File: src/rtl/replay_sequencer.sv
// rtl/replay_sequencer.sv - instant-replay snapshot BRAM sequencer
//
// Records one snapshot per frame into a circular BRAM during play and, after
// game over, plays the stored frames back oldest-first at a selectable rate.
//
// Ports:
//   CLK          system clock
//   RST_BTN      synchronous active-high reset
//   mode         0 = start menu, 1 = game
//   endgame      game-over level
//   reply        replay request level (rising edge acts)
//   frame_tick   one-cycle pulse per frame
//   speed        playback divider, one advance per speed+1 frame_ticks
//   ram_enable   BRAM read enable (playback)
//   write_enable BRAM write strobe (recording)
//   address      BRAM address
//   frame_count  number of valid stored frames, saturates at DEPTH
//   playing      high during playback
//   replay_done  one-cycle pulse at end of playback
//   disp_sel     display source: 00 menu, 01 game, 10 game over, 11 replay
module replay_sequencer #(
    parameter int ADDR_BITS = 9
) (
    input  logic                 CLK,
    input  logic                 RST_BTN,
    input  logic                 mode,
    input  logic                 endgame,
    input  logic                 reply,
    input  logic                 frame_tick,
    input  logic [3:0]           speed,
    output logic                 ram_enable,
    output logic                 write_enable,
    output logic [ADDR_BITS-1:0] address,
    output logic [ADDR_BITS:0]   frame_count,
    output logic                 playing,
    output logic                 replay_done,
    output logic [1:0]           disp_sel
);

    localparam logic [ADDR_BITS-1:0] ONE_A = {{(ADDR_BITS-1){1'b0}}, 1'b1};
    localparam logic [ADDR_BITS:0]   ONE_C = {{ADDR_BITS{1'b0}}, 1'b1};

    typedef enum logic [2:0] {IDLE, RECORD, HOLD, PLAYBACK, DONE} state_t;

    state_t                 state, state_n;
    logic [ADDR_BITS-1:0]   wr_ptr, wr_ptr_n;
    logic [ADDR_BITS-1:0]   rd_ptr, rd_ptr_n;
    logic [ADDR_BITS-1:0]   waddr_q, waddr_n;
    logic [ADDR_BITS:0]     count_n;
    logic [ADDR_BITS:0]     played, played_n;
    logic [3:0]             div_cnt, div_cnt_n;
    logic                   we_n, done_n;
    logic                   reply_q, reply_rise;
    logic [ADDR_BITS-1:0]   start;

    assign reply_rise = reply & ~reply_q;
    // The MSB of frame_count is set only when the buffer is full; the
    // oldest frame then sits at the next write position.
    assign start = frame_count[ADDR_BITS] ? wr_ptr : '0;

    always_comb begin
        state_n   = state;
        wr_ptr_n  = wr_ptr;
        rd_ptr_n  = rd_ptr;
        count_n   = frame_count;
        played_n  = played;
        div_cnt_n = div_cnt;
        waddr_n   = '0;
        we_n      = 1'b0;
        done_n    = 1'b0;
        if (!mode) begin
            state_n  = IDLE;
            wr_ptr_n = '0;
            count_n  = '0;
        end else begin
            case (state)
                IDLE: state_n = endgame ? HOLD : RECORD;
                RECORD: begin
                    // Game over wins over a coincident tick: no write.
                    if (endgame) begin
                        state_n = HOLD;
                    end else if (frame_tick) begin
                        we_n     = 1'b1;
                        waddr_n  = wr_ptr;
                        wr_ptr_n = wr_ptr + ONE_A;
                        if (!frame_count[ADDR_BITS])
                            count_n = frame_count + ONE_C;
                    end
                end
                HOLD: begin
                    if (!endgame) begin
                        state_n  = RECORD;
                        wr_ptr_n = '0;
                        count_n  = '0;
                    end else if (reply_rise && frame_count != '0) begin
                        state_n   = PLAYBACK;
                        rd_ptr_n  = start;
                        played_n  = ONE_C;
                        div_cnt_n = '0;
                    end
                end
                PLAYBACK: begin
                    if (!endgame) begin
                        state_n  = RECORD;
                        wr_ptr_n = '0;
                        count_n  = '0;
                    end else if (reply_rise) begin
                        rd_ptr_n  = start;
                        played_n  = ONE_C;
                        div_cnt_n = '0;
                    end else if (frame_tick) begin
                        if (div_cnt == speed) begin
                            div_cnt_n = '0;
                            if (played < frame_count) begin
                                rd_ptr_n = rd_ptr + ONE_A;
                                played_n = played + ONE_C;
                            end else begin
                                state_n = DONE;
                                done_n  = 1'b1;
                            end
                        end else begin
                            div_cnt_n = div_cnt + 4'd1;
                        end
                    end
                end
                DONE: begin
                    if (!endgame) begin
                        state_n  = RECORD;
                        wr_ptr_n = '0;
                        count_n  = '0;
                    end else if (reply_rise) begin
                        state_n   = PLAYBACK;
                        rd_ptr_n  = start;
                        played_n  = ONE_C;
                        div_cnt_n = '0;
                    end
                end
                default: state_n = IDLE;
            endcase
        end
    end

    always_ff @(posedge CLK) begin
        if (RST_BTN) begin
            state        <= IDLE;
            wr_ptr       <= '0;
            rd_ptr       <= '0;
            waddr_q      <= '0;
            frame_count  <= '0;
            played       <= '0;
            div_cnt      <= '0;
            write_enable <= 1'b0;
            replay_done  <= 1'b0;
            reply_q      <= 1'b0;
        end else begin
            state        <= state_n;
            wr_ptr       <= wr_ptr_n;
            rd_ptr       <= rd_ptr_n;
            waddr_q      <= waddr_n;
            frame_count  <= count_n;
            played       <= played_n;
            div_cnt      <= div_cnt_n;
            write_enable <= we_n;
            replay_done  <= done_n;
            reply_q      <= reply;
        end
    end

    assign ram_enable = (state == PLAYBACK);
    assign playing    = (state == PLAYBACK);
    // waddr_q is zero except in the cycle of a write strobe.
    assign address    = ram_enable ? rd_ptr : waddr_q;

    always_comb begin
        disp_sel = 2'b00;
        case (state)
            RECORD:   disp_sel = 2'b01;
            HOLD:     disp_sel = 2'b10;
            PLAYBACK: disp_sel = 2'b11;
            DONE:     disp_sel = 2'b10;
            default:  disp_sel = 2'b00;
        endcase
    end

endmodule
File: config.mk
export PLATFORM = sky130hd
export DESIGN_NAME = replay_sequencer
export DESIGN_NICKNAME = d
export VERILOG_FILES = /design/src/rtl/replay_sequencer.sv
export SDC_FILE = /design/constraint.sdc
export NUM_CORES = 1
export LEC_CHECK = 0
export BUFFER_PORTS_ARGS = -buffer_cell sky130_fd_sc_hd__buf_2
export CAP_MARGIN = 10
export CORE_ASPECT_RATIO = 0.9
export CORE_MARGIN = 3
export CORE_UTILIZATION = 59
export CTS_CLUSTER_SIZE = 20
export DETAILED_ROUTE_END_ITERATION = 8
export PLACE_DENSITY = 0.8
export SETUP_SLACK_MARGIN = 0.15
export SYNTH_ARGS = -nofsm -noshare
export SYNTH_HDL_FRONTEND = slang
export SYNTH_SLANG_ARGS = --single-unit
File: constraint.sdc
create_clock -name CLK -period 3.2 [get_ports CLK]
set_clock_uncertainty 0.05 [all_clocks]
set_input_delay 0 -clock CLK [delete_from_list [all_inputs] [get_ports CLK]]
set_output_delay 0 -clock CLK [all_outputs]
set_load 0.05 [all_outputs]
# After elaboration in Yosys (flattened, before gate mapping)
# Cells that the tools add are included.
[word_totals]
ff_bits = 57
inputBits = 10
output_inout_bits = 25
word_cells = 120
[op_classes]
add_sub_neg = 5
order_cmp = 1
n_eq_ne = 24
muxes = 55
bitwise = 8
reduce_logical = 16
[op_table]
columns = ["operator", "count"]
rows = [
  ["$mux 10", 13],
  ["$mux 9", 14],
  ["$mux 4", 8],
  ["$mux 3", 10],
  ["$pmux 10 s3", 1],
  ["$pmux 9 s3", 1],
  ["$add 10x1->10 const B", 2],
  ["$ne 2x2->1 const B", 10],
  ["$pmux 10 s2", 1],
  ["$add 9x1->9 const B", 2],
  ["$pmux 9 s2", 1],
  ["$ne 3x3->1 const B", 5],
  ["$pmux 3 s5", 1],
  ["$pmux 4 s3", 1],
  ["$lt 10x10->1", 1],
  ["$reduce_and 10->1", 1],
  ["$reduce_bool 10->1", 1],
  ["$reduce_and 8->1", 1],
  ["$not 1->1", 7],
  ["$reduce_and 7->1", 1],
  ["$reduce_or 7->1", 1],
  ["$eq 3x2->1 const B", 2],
  ["$ne 3x1->1 const B", 2],
  ["$ne 3x2->1 const B", 2],
  ["other kinds (18)", 20],
]

# Longest topological paths before layout
# Gate-level depths: netlist of run 1.
[depth]
depth_word = 7
ltp_mapped = 10

# Worst setup path after synthesis of run 1
# OpenSTA, ideal clock, no wires.
[synth_path]
kind = "flip-flop to flip-flop"
start = "reg frame_count[1]"
end = "reg played[9]"
arrival_ns = 2.787
required_time_ns = 3.081
slack_ns = 0.294
path_stages_with_launch = 10
synth_period_minus_slack_ns = 2.906
path_cell_list = "dfxtp_1 > inv_1 > ha_1 > nor2b_1 > and4_1 > or4_4 > buf_6 > or3_1 > or4_1 > o21ai_1"
[synth_via]
elab_chain_len = 4
[synth_lines]
columns = ["element", "line", "text"]
rows = [
  ["from (decl)", "34", "output logic [ADDR_BITS:0] frame_count,"],
  ["from (signal assigned)", "160", "frame_count <= count_n;"],
  ["parallel branches: the longest is 3 deep, another holds $lt 10x10->1", "n/a", ""],
  ["$reduce_and 10->1 (no line) (*)", "n/a", ""],
  ["to (signal assigned)", "161", "played <= played_n;"],
  ["to (decl)", "50", "logic [ADDR_BITS:0] played, played_n;"],
]
# Every way passes the cells marked *.
# A chain may end at the register's enable or synchronous reset.

# Worst setup path after layout of run 1
[layout_path]
start = "reg frame_count[0]"
end = "reg rd_ptr[0]"
[layout_via]
elab_chain_len = 4
[layout_lines]
columns = ["element", "line", "text"]
rows = [
  ["parallel branches: the longest is 3 deep, another holds $lt 10x10->1", "n/a", ""],
  ["$reduce_and 10->1 (no line) (*)", "n/a", ""],
  ["to (signal assigned)", "158", "rd_ptr <= rd_ptr_n;"],
  ["to (decl)", "47", "logic [ADDR_BITS-1:0] rd_ptr, rd_ptr_n;"],
]
# Marked as above.

==> flow_summary.json, run 1 <==
{
  "synthTopCellsByCount": "dfxtp_1 (57), nor2_1 (43), nand2_1 (34), a21oi_1 (30), inv_1 (22)",
  "rsz0062_at_grt": "false",
  "yosysMostFrequentCell": "dfxtp_1",
  "power_mw": 1.39,
  "endpoint_kind": "flop",
  "p_leak_nw": 1.42,
  "synthArstFlopShare_pct": 0,
  "die-height_um": 76.8,
  "antenna_found_initial": 0,
  "rows": 25,
  "timing.final.crit_share_pct": 86.7,
  "vias_per_cell": 6.15,
  "min_period_ns": 2.77,
  "clock_path_buffers": 2,
  "cap_viol_max_count": 0,
  "num_io_pins": 35,
  "detail_route.first_pass.iterations": 5,
  "io_buffer_count": 34,
  "min_path_cells": 3,
  "place_congestion": 0.928,
  "die_w_um": 84.7,
  "cts.sinks": 57,
  "nets": 480,
  "grt_pass1_wl_um": 14300,
  "yosysTopAreaCellShare_pct": 34.7,
  "hp-class": "in2reg",
  "r2r_end": "rd_ptr[0]",
  "relSlewSlack_pct": 50.9,
  "area_growth_pct": 12.7,
  "via_count": 3241,
  "setup_viol": 0,
  "hp-start": "endgame",
  "cp-start-kind": "flop",
  "grt-ovfl-total": 0,
  "grt_usage_pct": 27.2,
  "syn-num-nets": 442,
  "ant_nets": 0,
  "core_area_mm2": 0.00532,
  "reg2reg_depth": 8,
  "startpoint": "frame_count[0]",
  "yosys_warnings": 0,
  "ys_seq_elements": 57,
  "maxSlewViolCount": 0,
  "synth_edf_count": 0,
  "critical_path_arrival_ns": 2.99,
  "hold_path_end": "replay_done",
  "r2r_slack_ns": 0.43,
  "ys_seq_area_share_pct": 34.7,
  "yosysTopAreaCell": "dfxtp_1",
  "r2r_start": "frame_count[0]",
  "fillerInstances": 452,
  "fmaxAchievable_mhz": 360,
  "grt_max_degree": 32,
  "syn_area_mm2": 0.00329,
  "synthCells": 417,
  "irDropWorstVdd_mv": 0.301,
  "place_area_mm2": 0.00352,
  "htreeDepth": 3,
  "ys.flop_type": "dfxtp_1",
  "dp_hpwl_um": 5990,
  "wl_um": 8430,
  "clk_pin_slew_ns": 0.06,
  "wl_per_cell_um": 16.0,
  "status": "completed",
  "ys_types": 55,
  "hold_viol_final": 0,
  "syn_avg_cell_area_um2": 7.89,
  "clk_latency_ns": 0.35,
  "dieArea_mm2": 0.00651,
  "drtIter0Drc": 293,
  "p_per_area_mw_per_mm2": 374,
  "synthTopCellsByArea": "dfxtp_1 (35%), ha_1 (5.7%), nor2_1 (4.9%), a21oi_1 (4.6%), nand2_1 (3.9%)",
  "worstMarginPinSlew_ns": 0.737,
  "drc": 0,
  "root_buffer": "clkbuf_8",
  "cp_max_fo": 11,
  "antennaDiodeCount": 0,
  "start_util_pct": 61.9,
  "tns_ns": 0,
  "drive_above_1_share_pct": 15.2,
  "tritoncts": "yes",
  "setup.worst_path.class": "reg2reg",
  "first_global_vias": 3039,
  "worstPathRequired_ns": 3.42,
  "cts_made_buffers": 9,
  "stdcell_area_mm2": 0.00371
}
## power breakdown
part           switching (mW)  internal [mW]  leakage, nW
combinational          0.0559         0.0297        0.876
sequential            0.00871          0.713        0.460
clock                   0.303          0.275       0.0818
## per-layer routing
metal  vias up  routed length [um]  track usage, %
met3        25                 519            7.84
li1       1591                   -               -
met2       120                3990            43.9
met1      1505                3740            33.4
met4         0                 181            12.0
met5         -                   0               0
## logic make-up (layout without fill, tap and decap cells)
| group | Yosys count | after routing | synth area share, % |
|---|---|---|---|
| flip-flops | 57 | 57 | 34.7 |
| adder cells (fa/ha/maj) | 15 | 15 | 5.71 |
| buffers and inverters | 43 | 86 | 5.67 |
| multiplexers | 2 | 2 | 0.647 |
| AND/OR/NAND/NOR | 184 | 184 | 29.3 |
| XOR/XNOR | 20 | 20 | 5.33 |
| AO/OA/AOI/OAI | 96 | 96 | 18.6 |
## critical path: stages (launching register included)
cell	delay (ns)
dfxtp_1	0.47
inv_1	0.08
ha_1	0.20
nor2b_1	0.14
and4_1	0.19
or4_4	0.59
nand2b_1	0.31
or4_1	0.51
a31oi_1	0.16
## what timing repair did
| action | in CTS | in global routing |
|---|---|---|
| buffers inserted | 0 | 0 |
| hold endpoints to repair | 3 | 0 |
| hold buffers | 2 | 0 |
| gates resized for setup | 0 | 0 |
## registers in the layout (all words and copies together), names as in the netlist
register / cells
div_cnt: 4
frame_count: 10
played: 10
rd_ptr: 9
replay_done: 1
reply_q: 1
state: 3
waddr_q: 9
wr_ptr: 9
write_enable: 1
## area by class of cell
class                      instances  area, um2  area share (%)
clock inverter                     6       35.0           0.945
inverter                          23       86.3            2.33
tap                               67       83.8            2.26
sequential                        57       1140            30.8
timing repair buffer              47        270            7.29
multi-input combinational        317       1960            52.9
clock buffer                      10        128            3.44
## placed cells by master (no fill, tap or decap), types with 3 or more instances in the layout
| cell | instances |
|---|---|
| dfxtp_1 | 57 |
| nor2_1 | 43 |
| buf_2 | 35 |
| nand2_1 | 34 |
| a21oi_1 | 30 |
| inv_1 | 22 |
| o21ai_0 | 21 |
| nand4_1 | 19 |
| nand3_1 | 18 |
| nor3_1 | 15 |
| ha_1 | 15 |
| xnor2_1 | 13 |
| and2_1 | 11 |
| buf_4 | 10 |
| clkbuf_8 | 9 |
| o31ai_1 | 7 |
| xor2_1 | 7 |
| or4_1 | 7 |
| nor2b_1 | 6 |
| nor4_1 | 6 |
| nand2b_1 | 6 |
| a211oi_1 | 5 |
| a31oi_1 | 5 |
| nand3b_1 | 4 |
| clkinv_2 | 4 |
| o21ai_1 | 3 |
| and3_1 | 3 |
| or3_1 | 3 |
| a311oi_1 | 3 |
## worst max path at each step
stage,slack [ns],depth (start not counted),end
floorplan,0.29,9,played[9]
global placement,0.36,8,rd_ptr[7]
detailed placement,0.17,8,rd_ptr[7]
CTS,0.20,8,rd_ptr[7]
global route,0.19,9,state[0]
finish,0.43,8,rd_ptr[0]
## stage by stage
step           std cells  utilization, %  hold WS, ns  setup WS [ns]
6_report             527            69.7       0.0687          0.426
5_1_grt              527            69.7       0.0877          0.186
4_1_cts              526            69.6       0.0423          0.204
3_5_place_dp         508            66.2        0.230          0.166
3_3_place_gp         508            66.2        0.205          0.356
2_1_floorplan        417               -       0.0782          0.294
(Power assumes the default switching activity.)
==> inputs of run 2 (changes only) <==
CORE_UTILIZATION = 55   (was 59)
PLACE_DENSITY = 0.75   (was 0.8)
==> flow_summary.json, run 2 (synthesis results as in run 1) <==
{
  "tritoncts": "yes",
  "setup.worst_path.class": "reg2reg",
  "wl_per_cell_um": 15.7,
  "place_congestion": 0.879,
  "largestRegisters": "frame_count (10), played (10)",
  "area_growth_pct": 15.6,
  "dr_wl_met3_um": 546,
  "top_layer": "met4",
  "cp-start-kind": "flop",
  "dp_slack_ns": 0.352,
  "drtIter0Drc": 285,
  "worst_slack_ns": 0.397,
  "drc": 0,
  "min_path_cells": 4,
  "grt_pass1_wl_um": 14200,
  "hold_path_end": "state[0]",
  "min_period_ns": 2.80,
  "layout_commonest_cell": "dfxtp_1",
  "detail_route.first_pass.iterations": 5,
  "grt_usage_pct": 26.1,
  "hp-class": "in2reg",
  "cts_made_buffers": 9,
  "met2_length_um": 3810,
  "nets": 481,
  "reg2reg_depth": 8,
  "critical_path_arrival_ns": 3.02,
  "slowest_delay_ns": 0.59,
  "r2r_end": "rd_ptr[0]",
  "multi_input_area_mm2": 0.00196,
  "timing.final.crit_share_pct": 87.6,
  "start_util_pct": 57.5,
  "fillerInstances": 514,
  "first_global_vias": 2941,
  "die_w_um": 87.5,
  "num_io_pins": 35,
  "grt_max_degree": 32,
  "ant_nets": 0,
  "tns_ns": 0,
  "die-height_um": 79.4,
  "r2r_start": "frame_count[0]",
  "via_count": 3189,
  "drive_above_1_share_pct": 15.4,
  "hp-start": "endgame",
  "maxSlewViolCount": 0,
  "register_area_mm2": 0.00114,
  "root_buffer": "clkbuf_8",
  "setup_viol": 0,
  "antenna_found_initial": 0,
  "core_area_mm2": 0.00573,
  "clk_pin_slew_ns": 0.06,
  "vias_per_cell": 6.01,
  "dp_hpwl_um": 5900,
  "power_mw": 1.64,
  "grt-ovfl-total": 0,
  "antennaDiodeCount": 0,
  "htreeDepth": 3,
  "crit_slowest_cell": "or4_4",
  "io_buffer_count": 34,
  "dieArea_mm2": 0.00695,
  "worstPathRequired_ns": 3.42,
  "rows": 26,
  "hold_viol_final": 0,
  "rsz0062_at_grt": "false",
  "irDropWorstVdd_mv": 0.356,
  "met1Wirelength_um": 3770,
  "fmaxAchievable_mhz": 357,
  "worstMarginPinSlew_ns": 0.774,
  "r2r_slack_ns": 0.40,
  "relSlewSlack_pct": 48.1,
  "cap_viol_max_count": 0,
  "clk_latency_ns": 0.35,
  "endpoint_kind": "flop",
  "cts.sinks": 57,
  "p_leak_nw": 1.46,
  "status": "completed",
  "most-common-layout-cells": "dfxtp_1 (57), nor2_1 (43), nand2_1 (34), buf_2 (34), a21oi_1 (30)",
  "wl_um": 8360,
  "clock_path_buffers": 2,
  "cp_max_fo": 11,
  "p_per_area_mw_per_mm2": 431,
  "cts_setup_buffers": 0,
  "crit_chain": "inv_1, ha_1, nor2b_1, and4_1, or4_4, nand2b_1, or4_1, a31oi_1"
}
run 2: worst max path at each step:
| stage | startpoint | endpoint | slack [ns] | cells after the start |
|---|---|---|---|---|
| after detailed placement | frame_count[7] | rd_ptr[7] | 0.35 | 8 |
| final | frame_count[0] | rd_ptr[0] | 0.40 | 8 |
| after floorplan | frame_count[1] | played[9] | 0.29 | 9 |
| after CTS | frame_count[7] | rd_ptr[7] | 0.29 | 8 |
| after global routing | frame_count[0] | rd_ptr[0] | 0.24 | 8 |
| after global placement | frame_count[7] | rd_ptr[7] | 0.38 | 8 |
run 2: repair_timing:
item	4_1_cts	5_1_grt
endpoints found under the setup margin	0	3
resized for setup	0	1
hold buffers	2	0
hold endpoints to repair	3	0
run 2: routing by layer:
| metal | global-route usage, % | up-vias |
|---|---|---|
| met3 | 7.37 | 25 |
| met5 | 0 | - |
| li1 | - | 1585 |
| met1 | 34.2 | 1450 |
| met4 | 10.7 | 0 |
| met2 | 40.1 | 129 |
run 2: worst max-delay path: cells and delay by family (launching register included):
kind | cells | cell delay (ns)
DFF | 1 | 0.46
and+or+nand+nor | 5 | 1.77
adders and majority gates | 1 | 0.20
buffers and inverters | 1 | 0.08
AOI/OAI and AO/OA | 1 | 0.17
run 2: cell type report:
| cell class | instances | area share (%) |
|---|---|---|
| Inverter | 23 | 2.27 |
| Clock buffer | 11 | 3.72 |
| Sequential cell | 57 | 30.0 |
| Clock inverter | 5 | 2.70 |
| Tap cell | 70 | 2.30 |
| Timing Repair Buffer | 48 | 7.37 |
| Multi-Input combinational cell | 317 | 51.6 |
run 2: power breakdown:
part / leakage (nW) / internal, mW / switching (mW)
logic: 0.885 / 0.0297 / 0.0557
clock network: 0.120 / 0.537 / 0.292
registers: 0.460 / 0.713 / 0.00884
total: 1.46 / 1.28 / 0.357
run 2: stage by stage:
step,instances,area (um2),util [%],hold WS [ns]
after floorplan,417,3290,-,0.0782
after global placement,513,3540,61.8,0.206
after detailed placement,513,3540,61.8,0.214
after CTS,531,3800,66.4,0.0360
after global routing,531,3800,66.4,0.0895
final,531,3800,66.4,0.0645
==> inputs of run 3 (changes only) <==
CELL_PAD_IN_SITES_DETAIL_PLACEMENT = 1   (was not set)
CELL_PAD_IN_SITES_GLOBAL_PLACEMENT = 2   (was not set)
CORE_UTILIZATION = 35   (was 55)
PLACE_DENSITY = not set   (was 0.75)
PLACE_DENSITY_LB_ADDON = 0.1   (was not set)
==> flow_summary.json, run 3 (synthesis results as in run 1) <==
{
  "wl_per_cell_um": 17.0,
  "place_inst": 566,
  "htreeDepth": 3,
  "cts.sinks": 57,
  "root_buffer": "clkbuf_8",
  "clock_path_buffers": 2,
  "setup.worst_path.class": "reg2reg",
  "power_frac_seq_pct": 48.1,
  "min_period_ns": 2.78,
  "worstMarginPinSlew_ns": 0.687,
  "combinationalPowerShare_pct": 5.8,
  "rows": 32,
  "cp_max_fo": 11,
  "dp_hpwl_um": 7310,
  "fillerInstances": 1115,
  "grt_max_degree": 32,
  "critical_path_arrival_ns": 3.00,
  "status": "completed",
  "drtIter0Drc": 131,
  "p_sw_share_pct": 25.3,
  "relSlewSlack_pct": 53.9,
  "ant_nets": 0,
  "fmaxAchievable_mhz": 360,
  "hold_viol_final": 0,
  "timing.final.crit_share_pct": 86.8,
  "tritoncts": "yes",
  "p_per_area_mw_per_mm2": 390,
  "instances_no_fill": 584,
  "grt_usage_pct": 19.5,
  "grt_pass1_wl_um": 16600,
  "power_frac_clock_pct": 46.1,
  "nets": 485,
  "worstPathRequired_ns": 3.42,
  "clk_pin_slew_ns": 0.07,
  "wl_um": 9920,
  "cap_viol_max_count": 0,
  "drive_above_1_share_pct": 16.3,
  "cts_made_buffers": 9,
  "core_area_mm2": 0.00885,
  "p_switching_mw": 0.380,
  "endpoint_kind": "flop",
  "internal-power_mw": 1.12,
  "p_leak_nw": 1.46,
  "hp-class": "in2reg",
  "place_congestion": 0.838,
  "largestRegisters": "frame_count (10), played (10)",
  "die_w_um": 108,
  "setup_viol": 0,
  "drc": 0,
  "antenna_found_initial": 0,
  "maxSlewViolCount": 0,
  "grt-ovfl-total": 0,
  "clk_latency_ns": 0.34,
  "detail_route.first_pass.iterations": 4,
  "area_growth_pct": 17.0,
  "antennaDiodeCount": 0,
  "vias_per_cell": 5.49,
  "num_io_pins": 35,
  "cp-start-kind": "flop",
  "die-height_um": 98.0,
  "most-common-layout-cells": "dfxtp_1 (57), nor2_1 (43), nand2_1 (34), buf_2 (34), a21oi_1 (30)",
  "start_util_pct": 37.2,
  "io_buffer_count": 34,
  "first_global_vias": 3212,
  "tns_ns": 0,
  "layout_commonest_cell": "dfxtp_1",
  "irDropWorstVdd_mv": 0.158,
  "via_count": 3205,
  "rsz0062_at_grt": "false",
  "dieArea_mm2": 0.0106
}
[run 3: cell count changes in the layout (fill, tap and decap cells not counted), sizes merged]
cell	delta
bufinv	-2
clkinv	+1
clkinvlp	+1
buf	+4
[run 3: timing repair]
item                       4_1_cts  5_1_grt
setup buffers                    0        0
resized for setup                0        1
setup endpoints to repair        0        4
hold buffers                     2        0
hold endpoints to repair         3        0
[run 3: layout make-up]
type / count / area (um2) / share of cell area [%]
repair buffers: 52 / 310 / 8.06
flip-flops and latches: 57 / 1140 / 29.6
clock buffers: 11 / 141 / 3.67
multi-input cells: 317 / 1970 / 51.1
clock inverters: 5 / 55.1 / 1.43
well taps: 119 / 149 / 3.87
inverters: 23 / 86.3 / 2.24
[run 3: worst paths after layout]
kind                        from          to  slack, ns  cells after the start
setup / recovery  frame_count[0]   rd_ptr[0]       0.42                      8
hold / removal           endgame    state[0]       0.08                      4
setup reg to reg  frame_count[0]   rd_ptr[0]       0.42                      8
hold reg to reg       div_cnt[3]  div_cnt[3]       0.45                      2
[run 3: worst max-delay path: stages (launching register included)]
cell and delay (ns):
dfxtp_1 0.46, inv_1 0.07, ha_1 0.20, nor2b_1 0.13, and4_1 0.19, or4_4 0.61
nand2b_1 0.32, or4_1 0.52, a31oi_1 0.16
[run 3: metrics by stage]
stage	total power [mW]	cell area, um2	utilization, %	worst slack [ns]	hold WS (ns)
global route	1.56	3850	43.5	0.192	0.118
detailed placement	0.823	3630	41.0	0.268	0.228
floorplan	0.795	3290	-	0.294	0.0782
global placement	0.823	3630	41.0	0.369	0.220
finish	1.50	3850	43.5	0.423	0.0846
CTS	1.53	3840	43.5	0.242	0.0730
[run 3: power by group through the flow]
| stage | combinational (mW) | sequential, mW | clock (mW) |
|---|---|---|---|
| finish | 0.0871 | 0.722 | 0.692 |
| global route | 0.0969 | 0.723 | 0.744 |
| CTS | 0.0875 | 0.722 | 0.719 |
| detailed placement | 0.0853 | 0.738 | 0 |
| global placement | 0.0852 | 0.738 | 0 |
| floorplan | 0.0616 | 0.733 | 0 |
[run 3: per-layer routing]
metal,vias up,GRT usage (%),part of all wire (%)
met5,-,0,0
met4,0,5.15,1.3
met3,12,3.64,2.5
met2,39,32.0,47
met1,1566,26.4,50
li1,1588,-,-
